`src/rtl/adder_arb_pkg.sv`:
```
`default_nettype none
// ============================================================================
// Module   : adder_arb_pkg
// Desc     : Shared types and helpers for the adder arbiter (tags, response
//            record, round-robin pick).
// Revision : 1.0 - initial release
// ============================================================================
package adder_arb_pkg;

    localparam int c_MAX_NREQ = 16;
    localparam int c_TAG_W    = 4;
    localparam int c_MAX_W    = 64;

    function automatic int tag_width(input int nreq);
        return (nreq < 2) ? 1 : $clog2(nreq);
    endfunction

    // Sized for the largest supported requester count; narrower builds carry
    // constant-zero upper bits.
    typedef logic [c_TAG_W-1:0] tag_t;

    typedef struct packed {
        logic [c_MAX_W-1:0] sum;
        logic               c_out;
        tag_t               tag;
    } rsp_t;

    // One-hot grant of the first asserted request at or after ptr, wrapping
    // modulo nreq.
    function automatic logic [c_MAX_NREQ-1:0] rr_pick(
        input logic [c_MAX_NREQ-1:0] req,
        input int                    nreq,
        input tag_t                  ptr
    );
        logic [c_MAX_NREQ-1:0] grant;
        logic                  found;
        logic [c_TAG_W-1:0]    idx;
        grant = '0;
        found = 1'b0;
        for (int i = 0; i < c_MAX_NREQ; i++) begin
            idx = c_TAG_W'((int'(ptr) + i) % nreq);
            if ((i < nreq) && !found && req[idx]) begin
                grant[idx] = 1'b1;
                found      = 1'b1;
            end
        end
        return grant;
    endfunction

endpackage
`default_nettype wire

```
`src/rtl/adder_arb_tagfifo.sv`:
```
`default_nettype none
// ============================================================================
// Module   : adder_arb_tagfifo
// Desc     : Synchronous in-order FIFO of requester tags, depth DEPTH.
// Revision : 1.0 - initial release
// ============================================================================
module adder_arb_tagfifo
    import adder_arb_pkg::*;
#(
    parameter int DEPTH = 8
) (
    input  logic                         clk,
    input  logic                         rst,
    input  logic                         push,
    input  tag_t                         push_tag,
    input  logic                         pop,
    output tag_t                         pop_tag,
    output logic [$clog2(DEPTH+1)-1:0]   count,
    output logic                         full,
    output logic                         empty
);

    localparam int c_PW = (DEPTH > 1) ? $clog2(DEPTH) : 1;
    localparam int c_CW = $clog2(DEPTH + 1);

    tag_t             r_mem [DEPTH];
    logic [c_PW-1:0]  r_wr;
    logic [c_PW-1:0]  r_rd;
    logic [c_CW-1:0]  r_count;
    logic             w_push;
    logic             w_pop;

    assign full    = (r_count == c_CW'(DEPTH));
    assign empty   = (r_count == '0);
    assign count   = r_count;
    assign pop_tag = r_mem[r_rd];
    assign w_push  = push & ~full;
    assign w_pop   = pop & ~empty;

    always_ff @(posedge clk) begin
        if (w_push) begin
            r_mem[r_wr] <= push_tag;
        end
    end

    always_ff @(posedge clk) begin
        if (rst) begin
            r_wr    <= '0;
            r_rd    <= '0;
            r_count <= '0;
        end else begin
            if (w_push) begin
                r_wr <= (r_wr == c_PW'(DEPTH - 1)) ? '0 : r_wr + 1'b1;
            end
            if (w_pop) begin
                r_rd <= (r_rd == c_PW'(DEPTH - 1)) ? '0 : r_rd + 1'b1;
            end
            case ({w_push, w_pop})
                2'b10:   r_count <= r_count + 1'b1;
                2'b01:   r_count <= r_count - 1'b1;
                default: r_count <= r_count;
            endcase
        end
    end

endmodule
`default_nettype wire

```
`src/rtl/adder_arb.sv`:
```
`default_nettype none
// ============================================================================
// Module   : adder_arb
// Desc     : Round-robin front end sharing one external pipelined adder among
//            NREQ requesters; results are steered back via an in-order tag
//            FIFO. Define ADDER_ARB_CHECK_EN for sticky protocol error + asserts.
// Revision : 1.0 - initial release
// ============================================================================
module adder_arb
    import adder_arb_pkg::*;
#(
    parameter int W     = 32,
    parameter int NREQ  = 4,
    parameter int DEPTH = 8
) (
    input  logic              clk,
    input  logic              rst,
    input  logic [NREQ-1:0]   req_valid,
    output logic [NREQ-1:0]   req_ready,
    input  logic [NREQ*W-1:0] req_a,
    input  logic [NREQ*W-1:0] req_b,
    input  logic [NREQ-1:0]   req_c_in,
    output logic              add_in_valid,
    output logic [W-1:0]      add_a,
    output logic [W-1:0]      add_b,
    output logic              add_c_in,
    input  logic [W-1:0]      add_sum,
    input  logic              add_c_out,
    input  logic              add_out_valid,
    output logic [NREQ-1:0]   rsp_valid,
    output logic [W-1:0]      rsp_sum,
    output logic              rsp_c_out,
    output logic              idle,
    output logic              err
);

    localparam int c_TW = tag_width(NREQ);
    localparam int c_CW = $clog2(DEPTH + 1);

    logic [c_TW-1:0]  r_ptr;
    logic             r_add_in_valid;
    logic [W-1:0]     r_add_a;
    logic [W-1:0]     r_add_b;
    logic             r_add_c_in;
    logic [NREQ-1:0]  r_rsp_valid;
    logic [W-1:0]     r_rsp_sum;
    logic             r_rsp_c_out;

    logic [NREQ-1:0]  w_grant;
    logic             w_fire;
    logic [c_TW-1:0]  w_gidx;
    logic [c_TW-1:0]  w_ptr_nxt;
    logic [W-1:0]     w_sel_a;
    logic [W-1:0]     w_sel_b;
    logic             w_sel_c;
    logic             w_pop;
    tag_t             w_pop_tag;
    logic [c_CW-1:0]  w_count;
    logic             w_full;
    logic             w_empty;

    // A pop in the same cycle does not free a slot; grant only below DEPTH.
    assign w_grant   = w_full ? '0
                     : NREQ'(rr_pick(c_MAX_NREQ'(req_valid), NREQ, tag_t'(r_ptr)));
    assign req_ready = w_grant;
    assign w_fire    = |w_grant;
    assign w_pop     = add_out_valid & ~w_empty;
    assign w_ptr_nxt = (w_gidx == c_TW'(NREQ - 1)) ? '0 : w_gidx + 1'b1;

    always_comb begin
        w_gidx  = '0;
        w_sel_a = '0;
        w_sel_b = '0;
        w_sel_c = 1'b0;
        for (int i = 0; i < NREQ; i++) begin
            if (w_grant[i]) begin
                w_gidx  = c_TW'(i);
                w_sel_a = req_a[i*W +: W];
                w_sel_b = req_b[i*W +: W];
                w_sel_c = req_c_in[i];
            end
        end
    end

    adder_arb_tagfifo #(
        .DEPTH (DEPTH)
    ) u_tagfifo (
        .clk      (clk),
        .rst      (rst),
        .push     (w_fire),
        .push_tag (tag_t'(w_gidx)),
        .pop      (w_pop),
        .pop_tag  (w_pop_tag),
        .count    (w_count),
        .full     (w_full),
        .empty    (w_empty)
    );

    always_ff @(posedge clk) begin
        if (rst) begin
            r_ptr          <= '0;
            r_add_in_valid <= 1'b0;
            r_add_a        <= '0;
            r_add_b        <= '0;
            r_add_c_in     <= 1'b0;
            r_rsp_valid    <= '0;
            r_rsp_sum      <= '0;
            r_rsp_c_out    <= 1'b0;
        end else begin
            r_add_in_valid <= w_fire;
            if (w_fire) begin
                r_add_a    <= w_sel_a;
                r_add_b    <= w_sel_b;
                r_add_c_in <= w_sel_c;
                r_ptr      <= w_ptr_nxt;
            end
            r_rsp_valid <= w_pop ? (NREQ'(1) << w_pop_tag) : '0;
            if (w_pop) begin
                r_rsp_sum   <= add_sum;
                r_rsp_c_out <= add_c_out;
            end
        end
    end

    assign add_in_valid = r_add_in_valid;
    assign add_a        = r_add_a;
    assign add_b        = r_add_b;
    assign add_c_in     = r_add_c_in;
    assign rsp_valid    = r_rsp_valid;
    assign rsp_sum      = r_rsp_sum;
    assign rsp_c_out    = r_rsp_c_out;
    assign idle         = (w_count == '0) & ~r_add_in_valid & ~(|r_rsp_valid);

`ifdef ADDER_ARB_CHECK_EN
    logic r_err;

    always_ff @(posedge clk) begin
        if (rst) begin
            r_err <= 1'b0;
        end else if ((add_out_valid & w_empty) | (w_fire & w_full)) begin
            r_err <= 1'b1;
        end
    end

    assign err = r_err;

    a_ready_onehot0: assert property (@(posedge clk) disable iff (rst) $onehot0(req_ready));
`else
    assign err = 1'b0;
`endif

endmodule
`default_nettype wire

```
`config.mk`:
```
export PLATFORM = sky130hd
export DESIGN_NAME = adder_arb
export DESIGN_NICKNAME = d
export VERILOG_FILES = /design/src/rtl/adder_arb_pkg.sv /design/src/rtl/adder_arb_tagfifo.sv /design/src/rtl/adder_arb.sv
export SDC_FILE = /design/constraint.sdc
export NUM_CORES = 1
export LEC_CHECK = 0
export ABC_AREA = 0
export CORE_AREA = 2 2 161 163
export CTS_CLUSTER_SIZE = 16
export DETAILED_ROUTE_END_ITERATION = 8
export DIE_AREA = 0 0 163 165
export PLACE_DENSITY = 0.74
export SLEW_MARGIN = 15
export SYNTH_ARGS = -nofsm -noshare
export SYNTH_HDL_FRONTEND = slang
export SYNTH_SLANG_ARGS = --single-unit
```
`constraint.sdc`:
```
create_clock -name clk -period 4.25 [get_ports clk]
set_clock_uncertainty 0.15 [all_clocks]
set_input_delay 0.6375 -clock clk [delete_from_list [all_inputs] [get_ports clk]]
set_output_delay 0.6375 -clock clk [all_outputs]
set_load 0.1 [all_outputs]
```
# == Yosys cells after proc, flatten, opt, wreduce, memory -nomap -nowiden ==
# Memories as Yosys holds them, arrays and structs flattened. A register that Yosys moved wholly into a read port is not among the register bits.
# Cells that the tools add are included.
# word_totals
regBits,115
latch_bits,0
mem_bits_rw,16
mem_bits_ro,0
inputBits,300
out_inout_bits,109
n_memories,1
# memory_table
name,depth,width,rd,rd_ports_with_merged_regs,write_ports,line,rtl
u_tagfifo.r_mem,8,2,1,1,1,adder_arb_tagfifo.sv:26,tag_t r_mem [DEPTH];
# classes
n_addsub,8
n_mul,0
n_div,0
n_lt_le_gt_ge,8
eq_ne,6
shifts,1
muxes,47
bitwise_logic,16
reduce_logical,18
# op_table
operator,count
$mux 32,8
$mux 4,5
$mux 1,18
$lt 4x5->1 const B,3
$ge 4x1->1 const B,3
$mux 3,4
$or 4x4->4,3
$bmux 1 s3,3
$demux 1 s3,3
$pmux 4 s2,1
$reduce_or 2->1,4
$reduce_or 4->1,2
$logic_and 1x1->1,7
$add 3x1->3 const B,2
$eq 3x3->1 const B,2
$mux 2,3
$and 1x1->1,5
$lt 2x5->1 const B,1
$not 1->1,5
$add 2x1->2 const B,2
$add 2x2->2 const B,2
$add 4x1->4 const B,1
$eq 2x2->1 const B,2
$eq 4x4->1 const B,1
10 further kinds,14

# == Logic depth before layout (Yosys ltp) ==
# logic_depth
depth_word,19
mapped_depth,18

# == Cells and area by module ==
# Synthesis repeated with hierarchy kept, for this count alone.
# unflattened
hier_cells,695
area_unflattened_um2,7382.1
# by_module_without_submodules
module,n_inst,cells_per_inst,area_each_um2
adder_arb,1,569,5434.0
adder_arb_tagfifo,1,126,1948.1

# == Worst setup path after synthesis ==
# Ideal clock, no wire load.
# synth_timing
path_type,reg2reg
from,register r_ptr[0]
to,"register u_tagfifo.r_count[2], in the netlist u_tagfifo.count[2]"
arrival_time_ns,4.168
required_ns,4.029
setup_slack_ns,-0.138
path_stages_with_launch,19
n_path_buf,3
path_cell_list,dfxtp_1 -> buf_2 -> inv_1 -> ha_1 -> mux4_2 -> nor2b_1 -> a22o_1 -> or3_4 -> o41a_1 -> buf_6 -> clkinv_4 -> buf_4 -> ha_1 -> xor2_1 -> ha_1 -> a21oi_1 -> xor2_1 -> or3_1 -> a21oi_1
# synth_between
elab_chain_cells,18
# synth_rtl
item,line,rtl
"start, declared",adder_arb.sv:40,logic [c_TW-1:0] r_ptr;
"start signal, assigned",adder_arb.sv:115,r_ptr <= w_ptr_nxt;
$add 2x1->2,adder_arb_pkg.sv:41,idx = c_TAG_W'((int'(ptr) + i) % nreq);
$reduce_or 2->1 (no line),-,
$and 1x1->1 (no line),-,
"$lt 4x5->1 (not written as such), or another cell as far along",adder_arb_pkg.sv:43,grant[idx] = 1'b1;
$logic_and 1x1->1 (not written as such) or $mux 1 (tied branches),"adder_arb_pkg.sv:43, adder_arb_pkg.sv:42",
$mux 1 (not written as such) or $logic_and 1x1->1 (tied branches),"adder_arb_pkg.sv:43, adder_arb_pkg.sv:42",
$demux 1 s3 or $mux 1 (tied branches),"adder_arb_pkg.sv:43, adder_arb_pkg.sv:42",
$or 4x4->4 (no line) or $logic_not 1->1 (tied branches),-,
(+2 left out),-,
$mux 4 or $logic_not 1->1 (tied branches),adder_arb_pkg.sv:42,if ((i < nreq) && !found && req[idx]) begin
$or 4x4->4 (no line) or $logic_and 1x1->1 (tied branches),-,
$mux 4 *,adder_arb_pkg.sv:42,
$mux 4 *,adder_arb.sv:63,assign w_grant = w_full ? '0
$reduce_or 4->1 *,adder_arb.sv:66,assign w_fire = |w_grant;
$and 1x1->1 *,adder_arb_tagfifo.sv:37,assign w_push = push & ~full;
$eq 2x1->1 or $eq 2x2->1 (tied branches),adder_arb_tagfifo.sv:58,"case ({w_push, w_pop})"
$pmux 4 s2 or $reduce_bool 2->1 (tied branches),-,
"end signal, assigned",adder_arb_tagfifo.sv:59,2'b10: r_count <= r_count + 1'b1;
"end signal, assigned",adder_arb_tagfifo.sv:60,2'b01: r_count <= r_count - 1'b1;
"end signal, assigned",adder_arb_tagfifo.sv:61,default: r_count <= r_count;
"end, declared",adder_arb_tagfifo.sv:29,logic [c_CW-1:0] r_count;
# Every way passes the cells marked *; elsewhere a longest branch is shown, timed or not. The select of a mux whose other input is x is not followed.
# A chain may end at the register's enable or synchronous reset.

# == Worst setup path after layout ==
# layout_timing
from,register r_ptr[0]
to,"register u_tagfifo.r_count[3], in the netlist u_tagfifo.count[3]"
# The elaborated chain is that of the path after synthesis.

==> flow_metrics.py <==
metrics = {
    "global_route": {
        "grt_first_pass_wirelength_um": 38600,
        "grt_pass1_vias": 7383,
        "track_usage": 0.185,
        "antenna_found_initial": 0,
        "grt_max_degree": 48,
        "grt_overflow": 0,
    },
    "logic_synthesis": {
        "synthXorXnorAreaFrac": 0.00363,
        "synth_fa_ha_area_frac": 0.0242,
        "synth_compound_area_frac": 0.332,
        "syn_area_um2": 7230,
        "synthSimpleGateAreaFrac": 0.141,
        "synthesis.nets": 1069,
        "ys_seq_area_frac": 0.393,
        "yosysWarnings": 0,
        "async_flop_share": 0,
        "ys_types": 58,
        "synth.area.mux_share": 0.0291,
        "ys_ff_latch": 134,
        "syn_area_per_cell_um2": 9.58,
        "synth-edff-count": 16,
        "synth_top_family_by_area": "compound AO/OA/AOI/OAI gates",
        "synth-main-ff-cell": "dfxtp_1",
        "syn_inst": 755,
    },
    "route": {
        "antenna_left": 0,
        "avgViaCountPerCell": 5.04,
        "drc": 0,
        "drt_iter0_drc": 434,
        "drt-total-wl_um": 26400,
        "avgRoutedWirePerCell_um": 17.6,
        "drt-pass1-iter-count": 5,
        "vias": 7555,
    },
    "critical_path": {
        "critical-path-max-stage-delay_ps": 510,
        "end_kind": "flip-flop",
        "cp.arrival_ps": 4220,
        "rr_startpoint": "r_ptr[0]",
        "reg2reg_slack_ps": 220,
        "slowest_stage": "mux4_2",
        "cp.required_ps": 4440,
        "ff2ff_path_depth": 15,
        "path_max_fanout": 5,
        "path_class": "reg -> reg",
        "path_cells": "inv_1 -> ha_4 -> mux4_2 -> buf_4 -> nand2_1 -> o21ai_0 -> or3_1 -> o41a_2 -> clkinv_4 -> ha_1 -> nor2b_1 -> a21oi_1 -> o32a_1 -> or3_1 -> a21oi_1",
        "reg2reg_to": "u_tagfifo.count[3]",
        "worstSetupStartpointType": "flip-flop",
    },
    "timing": {
        "slew_headroom": 0.289,
        "tightest_slew_ps": 1060,
        "totalNegativeSetupSlack_ps": 0,
        "fin_crit_ps": 4030,
        "finalHoldViolCount": 0,
        "timing.final.crit_share": 0.949,
        "rsz0062_at_grt": "no",
        "setup_viol": 0,
        "finalMaxSlewViolations": 0,
        "fmax_ghz": 0.248,
    },
    "placement": {
        "gp_congestion": 0.938,
        "io_buffers": 407,
        "dp.cells": 1468,
        "dpl.hpwl_um": 20300,
    },
    "finish": {
        "syn2layout_area_growth_pct": 71.6,
        "post-route-util": 0.496,
        "nFillCells": 2342,
        "num_antenna_cells": 0,
        "fin_cells": 1499,
        "nets": 1471,
        "drive_gt1_frac": 0.153,
    },
    "power": {
        "leakage_nw": 4.57,
        "power_density_nw_per_um2": 920,
        "power_mw": 11.4,
        "ir_drop_v": 0.000624,
    },
    "die": {
        "rows": 58,
        "die_x_um": 163,
        "die-area_um2": 26900,
        "die-height_um": 165,
        "initial_utilization": 0.289,
        "core_um2": 25000,
        "io_pins": 409,
    },
    "min_path": {
        "hold_path.class": "reg -> reg",
        "min_to": "rsp_sum[17]",
        "hold_path_depth": 2,
        "holdCritStartpoint": "rsp_sum[17]",
    },
    "clock_tree": {
        "cts_root_buf": "clkbuf_16",
        "post_cts_buffers": 0,
        "cts_made_buffers": 17,
        "clk_path_buf_depth": 2,
        "cts_hold_buf": 0,
        "clk_latency_ps": 410,
        "htreeDepth": 4,
        "clkSinkCount": 134,
        "clk_pin_slew_ps": 60,
        "cts_tree": "yes",
    },
    "run_status": {
        "run_status": "finished clean",
    },
    "run": {
        "maxCapViolations": 0,
    },
}
## worst max-delay path by stage
| stage | endpoint | startpoint |
|---|---|---|
| after detailed placement | u_tagfifo.count[3] | req_valid[2] |
| after global placement | u_tagfifo.count[3] | req_valid[2] |
| after global routing | u_tagfifo.count[3] | r_ptr[0] |
| final | u_tagfifo.count[3] | r_ptr[0] |
| after CTS | u_tagfifo.count[3] | r_ptr[1] |
| after floorplan | u_tagfifo.count[3] | r_ptr[0] |
## where the power goes
part	leakage (nW)	internal, mW	total, mW	switching [mW]
clock	0.277	0.862	1.44	0.582
combinational	3.17	2.79	8.04	5.25
sequential	1.12	1.72	1.93	0.210
## per-layer routing
| layer | global-route usage | part of all wire | vias to the layer above | wire, um |
|---|---|---|---|---|
| met3 | 0.0620 | 0.089 | 45 | 2350 |
| met1 | 0.188 | 0.37 | 3536 | 9760 |
| met5 | 0 | 0 | - | 0 |
| li1 | - | - | 3612 | - |
| met4 | 0.0800 | 0.031 | 0 | 806 |
| met2 | 0.346 | 0.51 | 362 | 13500 |
## sequential cells by signal, summed over array words and instances, names as in the netlist, named ones only
register / flops
rsp_valid: 4
add_b: 32
rsp_c_out: 1
r_ptr: 2
add_a: 32
u_tagfifo.r_rd: 3
add_in_valid: 1
rsp_sum: 32
add_c_in: 1
u_tagfifo.r_mem: 16
u_tagfifo.count: 4
u_tagfifo.r_wr: 3
## cell families after synthesis
kind of cell	after synthesis
buffers and inverters	116
AO/OA/AOI/OAI	262
other	1
flip-flops	134
multiplexers	11
XOR/XNOR	3
AND/OR/NAND/NOR	214
adder cells (fa/ha/maj)	14
## repair_timing
item                                    4_1_cts  5_1_grt
gates resized for setup                       0        1
endpoints found under the setup margin        0        2
endpoints found under the hold margin         0        0
## area by class of cell
class	count	area, um^2	share of cell area
Tap cell	330	413	0.0333
Clock inverter	12	131	0.0106
Clock buffer	19	433	0.0349
Sequential cell	134	2840	0.229
Inverter	53	204	0.0164
Timing Repair Buffer	446	4480	0.361
Multi-Input combinational cell	505	3910	0.315
## layout by cell type (no fill, tap or decap), types with 3 or more instances in the layout
master and n:
clkinv_4 4, nor3b_1 4, clkdlybuf4s50_1 401, a21oi_1 66, buf_4 35, mux4_2 8, clkbuf_16 17, or3_1 4
a32o_1 23, nand2_1 87, clkinv_2 4, ha_1 12, nor4_1 3, mux2i_1 3, a22oi_1 42, a211oi_2 41
nand2b_1 28, dfxtp_1 117, and3_1 3, o21ai_0 7, o221ai_1 22, a221oi_2 41, nor3_2 3, xor2_1 3
nand3_1 3, edfxtp_1 16, nor3_1 8, buf_12 10, nor2b_1 8, inv_1 51, nor2_1 49
## metrics by stage
| stage | hold WS, ps | area (um^2) | setup slack [ps] |
|---|---|---|---|
| 3_3_place_gp | 291 | 11800 | -67.6 |
| 3_5_place_dp | 297 | 11800 | -154 |
| 2_1_floorplan | 304 | 7260 | 26.4 |
| 6_report | 304 | 12400 | 216 |
| 5_1_grt | 326 | 12400 | 33.2 |
| 4_1_cts | 306 | 12400 | 156 |
## critical path, delay by kind of cell, from the launching register on
kind | cells | cell delay, ps
AOI/OAI and AO/OA | 5 | 1090
adders and majority gates | 2 | 520
buffers and inverters | 3 | 370
DFF | 1 | 360
muxes | 1 | 510
and+or+nand+nor | 4 | 930
## synth_stat cells (2+ instances only)
master    number  share of area
nor3b_1        4         0.0042
inv_1         51          0.026
buf_2          4         0.0028
a32o_1        23          0.032
buf_6          6         0.0093
nor3_1        11         0.0076
dfxtp_1      118           0.33
o221ai_1      22          0.027
a221o_1        2         0.0028
edfxtp_1      16          0.066
a221oi_2      41          0.085
a21oi_1       66          0.046
nand2_1       87          0.045
o21ai_0        7         0.0048
bufbuf_8       2         0.0052
a31oi_1        2         0.0017
mux2i_1        3         0.0042
a21boi_1       2         0.0021
a211oi_2      41          0.071
or3_1          4         0.0035
buf_1          4         0.0021
nor4_1         3         0.0026
o21a_1         2         0.0021
nand3b_1       2         0.0021
buf_4          8         0.0083
and3_1         3         0.0026
a22o_1         2         0.0024
xor2_1         3         0.0036
ha_1          14          0.024
nand3_1        4         0.0028
nand2b_1      28          0.024
a22oi_1       42          0.044
nor4b_1        2         0.0024
nor2_1        49          0.025
mux4_2         8          0.025
and2_1         2         0.0017
clkbuf_1      39          0.020
nor2b_1        8         0.0069
(Power assumes the default switching activity.)
